==> config.mk <==
export PLATFORM = sky130hd
export DESIGN_NAME = imem_loader
export DESIGN_NICKNAME = d
export VERILOG_FILES = /design/src/rtl/imem_loader.sv
export SDC_FILE = /design/constraint.sdc
export NUM_CORES = 1
export LEC_CHECK = 0
export ABC_AREA = 1
export BUFFER_PORTS_ARGS = -buffer_cell sky130_fd_sc_hd__buf_2
export CORE_ASPECT_RATIO = 0.9
export CORE_UTILIZATION = 55
export DETAILED_ROUTE_END_ITERATION = 8
export PLACE_DENSITY = 0.77
export SYNTH_ARGS = -nofsm -noshare
export SYNTH_HDL_FRONTEND = slang
export SYNTH_SLANG_ARGS = --single-unit
==> constraint.sdc <==
create_clock -name clk -period 2 [get_ports clk]
set_input_delay 0.5 -clock clk [delete_from_list [all_inputs] [get_ports clk]]
set_output_delay 0.5 -clock clk [all_outputs]
set_load 0.1 [all_outputs]
==> src/rtl/imem_loader.sv <==
// Byte-stream program loader: frames count/words/checksum
// into imem writes and holds the core in reset until done.
//
// Ports:
//   clk, reset              clock, async active-high reset
//   start                   begin a load (IDLE/DONE/ERR only)
//   in_valid/in_data        stream byte, in_ready accepts
//   imem_we/addr/wdata      instruction memory write port
//   cpu_reset               core hold, low only in DONE
//   done/error              load result flags
module imem_loader #(
  parameter int DEPTH  = 16,
  parameter int ADDR_W = 4
) (
  input  logic              clk,
  input  logic              reset,
  input  logic              start,
  input  logic              in_valid,
  input  logic [7:0]        in_data,
  output logic              in_ready,
  output logic              imem_we,
  output logic [ADDR_W-1:0] imem_addr,
  output logic [15:0]       imem_wdata,
  output logic              cpu_reset,
  output logic              done,
  output logic              error
);

  typedef enum logic [2:0] {
    S_IDLE,
    S_COUNT,
    S_HI,
    S_LO,
    S_WRITE,
    S_CHECK,
    S_DONE,
    S_ERR
  } state_t;

  state_t state, nxt_state;

  logic [ADDR_W-1:0] last, nxt_last;
  logic [ADDR_W-1:0] nxt_addr;
  logic [15:0]       nxt_wdata;
  logic [7:0]        csum, nxt_csum;
  logic              xfer;
  logic              cnt_bad;

  // in_ready is a register that mirrors the byte-accepting
  // states, so it is also the transfer qualifier.
  assign xfer = in_valid && in_ready;

  assign cnt_bad = (in_data == 8'd0) ||
                   (32'(in_data) > DEPTH);

  always_comb begin
    nxt_state = state;
    nxt_last  = last;
    nxt_addr  = imem_addr;
    nxt_wdata = imem_wdata;
    nxt_csum  = csum;
    unique case (state)
      S_IDLE, S_DONE, S_ERR: begin
        if (start) nxt_state = S_COUNT;
      end
      S_COUNT: begin
        if (xfer) begin
          if (cnt_bad) begin
            nxt_state = S_ERR;
          end else begin
            // N == DEPTH wraps to 0 in the low bits,
            // so minus one still lands on DEPTH-1.
            nxt_last  = in_data[ADDR_W-1:0] - ADDR_W'(1);
            nxt_addr  = '0;
            nxt_csum  = '0;
            nxt_state = S_HI;
          end
        end
      end
      S_HI: begin
        if (xfer) begin
          nxt_wdata[15:8] = in_data;
          nxt_csum        = csum ^ in_data;
          nxt_state       = S_LO;
        end
      end
      S_LO: begin
        if (xfer) begin
          nxt_wdata[7:0] = in_data;
          nxt_csum       = csum ^ in_data;
          nxt_state      = S_WRITE;
        end
      end
      S_WRITE: begin
        if (imem_addr == last) begin
          nxt_state = S_CHECK;
        end else begin
          nxt_addr  = imem_addr + ADDR_W'(1);
          nxt_state = S_HI;
        end
      end
      S_CHECK: begin
        if (xfer) begin
          if (in_data == csum) nxt_state = S_DONE;
          else                 nxt_state = S_ERR;
        end
      end
      default: nxt_state = S_IDLE;
    endcase
  end

  logic nxt_ready;
  logic nxt_we;
  logic nxt_done;
  logic nxt_err;

  // Outputs are registered from the next state so they
  // line up with the state they describe.
  always_comb begin
    nxt_ready = (nxt_state == S_COUNT) ||
                (nxt_state == S_HI)    ||
                (nxt_state == S_LO)    ||
                (nxt_state == S_CHECK);
    nxt_we    = (nxt_state == S_WRITE);
    nxt_done  = (nxt_state == S_DONE);
    nxt_err   = (nxt_state == S_ERR);
  end

  always_ff @(posedge clk or posedge reset) begin
    if (reset) begin
      state      <= S_IDLE;
      last       <= '0;
      csum       <= '0;
      in_ready   <= 1'b0;
      imem_we    <= 1'b0;
      imem_addr  <= '0;
      imem_wdata <= '0;
      cpu_reset  <= 1'b1;
      done       <= 1'b0;
      error      <= 1'b0;
    end else begin
      state      <= nxt_state;
      last       <= nxt_last;
      csum       <= nxt_csum;
      in_ready   <= nxt_ready;
      imem_we    <= nxt_we;
      imem_addr  <= nxt_addr;
      imem_wdata <= nxt_wdata;
      cpu_reset  <= !nxt_done;
      done       <= nxt_done;
      error      <= nxt_err;
    end
  end

endmodule

==> results by stage, run 1 <==
Route:
- The detailed-router iteration count before antenna repair is 4.
- The ratio of routed vias to standard cells is 5.003.
- In the routed design, unresolved DRC markers number 0.
- In the final routed layout, each cell accounts on average for 11.78 µm.
- The overall routed net length is 4.018 mm.
- Summing over every cut layer, the via total after detailed routing is 1,706.
- For this block, the initial DRC count from the detailed router was 79.
- The count of nets left with antenna violations after detail routing is 0.

GRT:
- Entering global routing, the biggest net connects 22 pins.
- For this run, global-route usage on met2 was measured as 0.3564.
- In the global route stage, met3 resource usage came out at 0.05916.
- In the global route stage, overall resource usage came out at 0.2334.
- The initial antenna violation count is 0.
- The via count of the first global-routing pass came to between 1,500 and 2,000.
- The total congestion overflow after global routing is 0.
- The global-route layer with the greatest usage is met2.
- For this run, global-route usage on met1 was measured as 0.3260.
- The first global-routing pass estimated 6.741 mm of wire.

Floorplan:
- The number of placement rows is 20.
- The height of the die is 60.09 µm.
- Measured along the x axis, the die boundary spans 66.54 µm.
- The floorplan step defined a die boundary enclosing approximately 4000 µm².
- The standard cell core area is between 3000 and 4000 µm².
- Pin placement for this block handled 37 I/O pins.
- For this configuration, the core starts out at a cell density of 0.5928.

Finish:
- The diode insertion count for antenna repair is 0.
- The ratio of cells with drive above 1 in the final layout is 0.2256.
- The post-layout net count is 311.
- The relative area change from synthesis to final layout is 16.99%.

Clock network:
- The clock tree root buffer cell is sky130_fd_sc_hd__clkbuf_8.
- For this design, the sink count on the clock tree is 40.
- Clock latency on the worst-skew pair, taken at its later pin, is 290 ps.
- The number of buffers on the longest clock path is 2.
- The clock buffer count from CTS is 5.
- The CTS tree is yes.
- After clock tree synthesis, the clock-pin slew on the worst setup and hold paths is around 80 ps.
- The quantity of gates resized following cts is 0.
- The H-tree was split into 2 levels.
- The buffer count from post-CTS setup fixing is 0.
- The number of hold buffers added after CTS was 0.

Timing:
- Of the available clock period, the critical path in the final layout requires 0.8651.
- The final hold violation count was 0.
- After layout, the minimum clock period comes to ~1700 ps.
- On the final layout, the worst clock skew is roughly 4.8 ps.
- The number of max-slew violations in the final report is 0.
- The setup slack after layout is 269.9 ps.
- At the pin with the least slew margin, the transition time is a little under 500 ps.
- Setup repair after global routing left no endpoint under its margin.
- The final-layout setup total negative slack is 0 ps.
- The maximum achievable frequency is 578.0 MHz.
- Setup violations remaining at the end of the flow were counted as 0.
- The max-slew headroom at the worst pin is 0.6731.

Flow run:
- The tool flagged a number of max-cap violations equal to 0.

Yosys:
- In this run, synthesis inferred 0 flip-flops with an integrated enable.
- By area, the combinational part of the netlist is dominated by simple AND/OR/NAND/NOR gates.
- In this run the mean area of a mapped cell was 8.150 µm².
- The synthesized design spends more area on one cell type than any other, namely sky130_fd_sc_hd__dfrtp_1.
- Of the total synthesized cell area, the portion taken by full adders, half adders and majority gates is 0.01820.
- In the synthesized netlist, the number of instances is 253.
- The area share of the leading cell type in the synthesized netlist is 0.4733.
- The mux cell area share after synthesis is 0.
- Of all flip-flops after synthesis, the portion carrying an async set or reset was 1.000.
- The post-synthesis sequential element count is 40.
- For this run, the register share of the synthesized area comes to 0.4860.
- The xor and xnor fraction of the mapped netlist area is 0.03034.
- In this run, distinct cell masters in the synthesized netlist total 29.
- The share of the synthesized area in compound gates (AO/OA/AOI/OAI) is 0.1019.
- The basic-gate share of the synthesized area counting and, or, nand and nor cells is 0.2743.
- Counting instances in the post-synthesis netlist gives the leading cell types as sky130_fd_sc_hd__nand2_1 (71), sky130_fd_sc_hd__dfrtp_1 (39), sky130_fd_sc_hd__inv_1 (39).
- Among all cell types in the netlist, the one instantiated most often is sky130_fd_sc_hd__nand2_1.
- For this run, the number of Yosys warnings is 0.
- The net count after synthesis is approximately 270.
- The cell area after technology mapping is 2062 µm².
- In the synthesized netlist the dominant register cell turns out to be sky130_fd_sc_hd__dfrtp_1.
- After synthesis, the cell types taking the most area are sky130_fd_sc_hd__dfrtp_1 (47%), sky130_fd_sc_hd__nand2_1 (13%), sky130_fd_sc_hd__o21ai_0 (7.3%).

Worst setup path:
- On the critical path, the stage with the largest delay is an instance of sky130_fd_sc_hd__ha_1.
- STA puts the critical path data required time at between 2000 and 2500 ps.
- In this run the worst path has a maximum fanout of 16.
- STA classifies the critical path endpoint as a register.
- The length in cells of the worst reg-to-reg path is 8.
- The data arrival time of the worst path is 1940 ps.
- The kind of critical path is register to register.
- The worst setup path is launched from a register.
- Traced cell by cell, the critical path runs through inv_2 > ha_1 > nand2_1 > o21a_2 > a21oi_4 > buf_12 > nand3b_1 > o21ai_0.
- The highest cell delay on the worst timing path is 420 ps.

Place:
- The congestion estimate from routability-driven global placement came to 0.8235.
- The number of port buffers is 36.
- OpenSTA, run right after detailed placement, puts the worst setup slack at 80.91 ps.
- The total half-perimeter wirelength after legalization and detailed placement is 3.091 mm.

Hold path:
- The path class of the tightest hold or removal check is primary input to async pin.

Status:
- The run finished with clean final reports.
==> registers in the layout, summed over array words and instances (netlist names) <==
signal,count
imem_wdata,16
csum,8
imem_addr,4
last,4
state,3
cpu_reset,1
done,1
error,1
imem_we,1
in_ready,1
==> area by class of cell <==
cell class,instances,area (µm²)
fill,305,1066
sequential,40,1003
multi-input combinational,167,875.8
timing repair buffer,40,222.7
inverter,42,157.7
clock buffer,6,82.58
tap,44,55.05
clock inverter,2,15.01
==> stage by stage <==
stage / hold slack, ps / area (µm²) / instances / util
floorplan: 474.6 / 2063 / 253 / -
global placement: 461.7 / 2315 / 333 / 0.6655
detailed placement: 468.0 / 2315 / 333 / 0.6655
CTS: 224.3 / 2412 / 341 / 0.6935
global route: 236.9 / 2412 / 341 / 0.6935
finish: 218.6 / 2412 / 341 / 0.6935
==> cells by family (layout without fill, tap and decap cells) <==
logic type,after synthesis,after routing
AND/OR/NAND/NOR,122,122
buffers and inverters,46,90
flip-flops,40,40
AO/OA/AOI/OAI,37,37
XOR/XNOR,5,5
adder cells (fa/ha/maj),3,3
==> per-layer routing <==
layer | vias up | routed length [µm]
met5 | - | 0
met4 | 0 | 54
met3 | 6 | 151
met2 | 32 | 1799
met1 | 792 | 2013
li1 | 876 | -
==> placed cells by master (no fill, tap or decap) <==
| cell type | n |
|---|---|
| sky130_fd_sc_hd__xor2_4 | 1 |
| sky130_fd_sc_hd__nand2_4 | 1 |
| sky130_fd_sc_hd__o21ai_2 | 2 |
| sky130_fd_sc_hd__buf_2 | 36 |
| sky130_fd_sc_hd__buf_4 | 3 |
| sky130_fd_sc_hd__nand3_4 | 1 |
| sky130_fd_sc_hd__a21oi_1 | 2 |
| sky130_fd_sc_hd__o21ai_0 | 30 |
| sky130_fd_sc_hd__clkbuf_8 | 6 |
| sky130_fd_sc_hd__buf_12 | 1 |
| sky130_fd_sc_hd__inv_1 | 39 |
| sky130_fd_sc_hd__nor2_1 | 14 |
| sky130_fd_sc_hd__dfstp_2 | 1 |
| sky130_fd_sc_hd__xnor2_1 | 1 |
| sky130_fd_sc_hd__nand2_2 | 3 |
| sky130_fd_sc_hd__dfrtp_2 | 1 |
| sky130_fd_sc_hd__dfrtp_1 | 38 |
| sky130_fd_sc_hd__xor2_1 | 3 |
| sky130_fd_sc_hd__nand4_1 | 1 |
| sky130_fd_sc_hd__nand3b_1 | 6 |
| sky130_fd_sc_hd__ha_1 | 3 |
| sky130_fd_sc_hd__nand3_2 | 3 |
| sky130_fd_sc_hd__nor3_1 | 2 |
| sky130_fd_sc_hd__o21a_1 | 1 |
| sky130_fd_sc_hd__nor3_2 | 1 |
| sky130_fd_sc_hd__nor3b_1 | 1 |
| sky130_fd_sc_hd__o21a_2 | 1 |
| sky130_fd_sc_hd__nand3_1 | 18 |
| sky130_fd_sc_hd__a21oi_4 | 1 |
| sky130_fd_sc_hd__nand2_1 | 71 |
| sky130_fd_sc_hd__inv_2 | 3 |
| sky130_fd_sc_hd__clkinvlp_4 | 2 |
==> critical path, delay by kind of cell, from the launching register on <==
kind / cells / cell delay, ps
compound gates: 3 / 370
fa+ha+maj: 1 / 420
buf+inv: 2 / 270
simple gates: 2 / 170
flops: 1 / 400
==> worst paths after layout <==
| kind | from | to | slack, ps |
|---|---|---|---|
| worst min register to register | imem_wdata[14] | imem_wdata[14] | 480 |
| worst max register to register | state[2] | csum[2] | 270 |
| max in group asynchronous | reset | imem_wdata[4] | 1240 |
| worst max-delay path | state[2] | csum[2] | 270 |
| worst min-delay path | reset | last[2] | 220 |
| min in group clk | in_data[0] | last[0] | 460 |
Power of run 1 is not shown: default switching activity piles up to over one toggle a cycle in this logic, so the estimate is an artifact.
==> run 2: changes to the inputs <==
==> constraint.sdc (replaced) <==
create_clock -name clk -period 2 [get_ports clk]
set_input_delay 0.5 -clock clk [delete_from_list [all_inputs] [get_ports clk]]
set_output_delay 0.5 -clock clk [all_outputs]
set_load 0.02 [all_outputs]
==> results by stage, run 2 (synthesis gave the netlist of run 1 again) <==
Status:
- Outcome: finished clean (unchanged).

Finish:
- The number of standard cells in the layout, taps in and fillers out was 340 (was 341).
- The most common cell after layout, fill and taps aside was sky130_fd_sc_hd__nand2_1 (unchanged).
- The ratio of cells with drive above 1 in the final layout is 0.2162 (was 0.2256).
- Registers with the most flip-flops: imem_wdata (16), csum (8) (unchanged).
- The relative area change from synthesis to final layout came to 17.05% (was 16.99%).
- The flip-flop count of the largest register, all copies and words added is 16 (unchanged).
- The post-layout net count came to 310 (was 311).
- The register name with the most flops is imem_wdata (unchanged).
- Most frequent cells in the layout: sky130_fd_sc_hd__nand2_1 (71), sky130_fd_sc_hd__inv_1 (39), sky130_fd_sc_hd__dfrtp_1 (39) (was sky130_fd_sc_hd__nand2_1 (71), sky130_fd_sc_hd__inv_1 (39), sky130_fd_sc_hd__dfrtp_1 (38)).
- The diode insertion count for antenna repair is 0 (unchanged).

Timing:
- The final hold violation count came to 0 (unchanged).
- The final-layout setup total negative slack is 0 ps (unchanged).
- The setup slack after layout is 327.8 ps (was 269.9 ps).
- The number of endpoints failing setup at the final stage is 0 (unchanged).
- The clock period minus final worst setup slack was 1672 ps (was 1730 ps).
- The number of max-slew violations in the final report is 0 (unchanged).
- The maximum achievable frequency is 598.0 MHz (was 578.0 MHz).
- The final worst-path cycle share is 0.8361 (was 0.8651).
- The setup skew after layout came to 11.28 ps (was 4.835 ps).
- Unrepaired setup endpoints after global routing: false (unchanged).
- The max-slew headroom at the worst pin was 0.6712 (was 0.6731).
- The actual transition at the worst max-transition pin is 493.2 ps (was 493.8 ps).

Place:
- The final weighted congestion in routability-driven placement came to 0.7885 (was 0.8235).
- The total half-perimeter wirelength after legalization and detailed placement is 2.996 mm (was 3.091 mm).
- The post-placement worst setup slack is 98.20 ps (was 80.91 ps).
- The number of placed instances, taps included came to 332 (was 333).
- The number of port buffers is 36 (unchanged).

Worst setup path:
- The data required time at the worst endpoint is 2220 ps (was 2210 ps).
- The element type at the critical path end is a register (unchanged).
- The kind of critical path is register to register (unchanged).
- The reg-to-reg critical path endpoint is csum[6] (was csum[2]).
- The maximum net fanout on the critical path was 16 (unchanged).
- The startpoint type of the worst setup path was a register (unchanged).
- The endpoint of the worst setup timing path is csum[6] (was csum[2]).
- The origin of the worst setup path is state[2] (unchanged).
- The register-to-register setup slack is 330 ps (was 270 ps).
- The startpoint of the worst register-to-register path was state[2] (unchanged).
- The length in cells of the worst reg-to-reg path was 8 (unchanged).
- The data arrival time of the worst path is 1890 ps (was 1940 ps).

Clock network:
- The insertion delay of the later-clocked pin in the worst-skew pair is 300 ps (was 290 ps).
- The clock transition at the registers of the reported paths was 80 ps (about the same).
- The clock tree root buffer cell is sky130_fd_sc_hd__clkbuf_8 (unchanged).
- The buffer count from post-CTS setup fixing came to 0 (unchanged).
- The quantity of gates resized following cts was 0 (unchanged).
- The number of buffers added to fix hold violations after cts is 0 (unchanged).
- The sink count of the clock tree is 40 (unchanged).
- The deepest level of the CTS H-tree is 2 (unchanged).
- The clock buffer count from CTS is 5 (unchanged).
- The number of buffers on the longest clock path is 2 (unchanged).
- The CTS tree is yes (unchanged).

Route:
- The number of design rule violations left after detail routing is 0 (unchanged).
- The ratio of routed vias to standard cells is 5.000 (was 5.003).
- The routed length on met2 came to 1.805 mm (was 1.799 mm).
- The detailed-router iteration count before antenna repair is 6 (was 4).
- The wire length on met1 is 1.992 mm (was 2.013 mm).
- The count of nets left with antenna violations after detail routing is 0 (unchanged).
- The count of vias placed by the detailed router came to 1,700 (was 1,706).
- The routed length on met3 is 179 µm (was 151 µm).
- The overall routed net length is 4.056 mm (was 4.018 mm).
- The highest metal layer used by the detailed router is met4 (unchanged).
- The number of design-rule violations left by the first detailed-router iteration is 125 (was 79).
- The wire length per cell after detailed routing is 11.93 µm (was 11.78 µm).

GRT:
- The initial antenna violation count is 0 (unchanged).
- The total congestion overflow after global routing came to 0 (unchanged).
- The via count of the first global-routing pass was 1,513 (unchanged).
- The largest net degree at the start of global routing is 41 (was 22).
- The first-pass GRT wire length was 6.734 mm (was 6.741 mm).
- The total routing resource utilization after global routing is 0.2348 (was 0.2334).

Power:
- Summed over all cells, the static leakage comes to 1.297 nW.
- Power spread over the standard cell area amounts to 1572 nW/µm².
- The maximum resistive drop on vdd is 0.9134 mV.

Floorplan:
- The starting density of the core is 0.5928 (unchanged).
- The I/O pin total is 37 (unchanged).
- The height of the die is 60.09 µm (unchanged).
- The number of placement rows is 20 (unchanged).
- The standard cell core area was 3478 µm² (unchanged).
- The width of the die is 66.54 µm (unchanged).
- The die area is 3998 µm² (unchanged).

Flow run:
- The reported max-cap violation count was 0 (unchanged).

Hold path:
- The class of the worst hold path is primary input to async pin (unchanged).
-- run 2: stage by stage --
step	utilization	cell area (µm²)	hold WS (ps)	total power (W)
detailed placement	0.6630	2306	467.8	0.003151
finish	0.6939	2414	299.0	0.003794
floorplan	-	2062	474.6	0.002654
CTS	0.6939	2414	325.8	0.003799
global route	0.6939	2414	350.7	0.004105
global placement	0.6630	2306	460.1	0.003087
-- run 2: area by class of cell --
| class | count | area, µm² |
|---|---|---|
| clock buffers | 6 | 72.57 |
| clock inverters | 2 | 35.03 |
| fillers | 287 | 1065 |
| inverters | 42 | 157.7 |
| multi-input cells | 167 | 875.8 |
| flip-flops and latches | 40 | 1002 |
| well taps | 44 | 55.05 |
| repair buffers | 39 | 215.2 |
-- run 2: routing by layer --
layer	global-route usage	vias up
li1	-	874
met1	0.3212	780
met2	0.3478	39
met3	0.05534	7
met4	0.1185	0
met5	0	-
-- run 2: how the worst min path moves through the flow --
stage,from,end,slack (ps),depth (start not counted)
3_5_place_dp,imem_wdata[7],imem_wdata[7],470,2
2_1_floorplan,last[0],last[0],470,2
3_3_place_gp,imem_wdata[9],imem_wdata[9],460,2
6_report,reset,imem_wdata[2],300,3
5_1_grt,reset,imem_wdata[1],350,3
4_1_cts,reset,imem_wdata[2],330,3
-- run 2: critical path, cell delays in order (launching register included) --
cell and delay, ps:
sky130_fd_sc_hd__dfrtp_1 390, sky130_fd_sc_hd__inv_2 120, sky130_fd_sc_hd__ha_1 400, sky130_fd_sc_hd__nand2_1 100, sky130_fd_sc_hd__o21a_2 140, sky130_fd_sc_hd__a21oi_4 130, sky130_fd_sc_hd__buf_12 150, sky130_fd_sc_hd__nand3b_1 70
sky130_fd_sc_hd__o21ai_0 80
-- run 2: where the power goes --
part	internal, W	leakage, nW	switching [W]
clock network	0.000370	0.0552	0.000275
logic	0.000617	0.715	0.00117
registers	0.00115	0.526	0.000210
total	0.00214	1.30	0.00165
(Power assumes the default switching activity.)
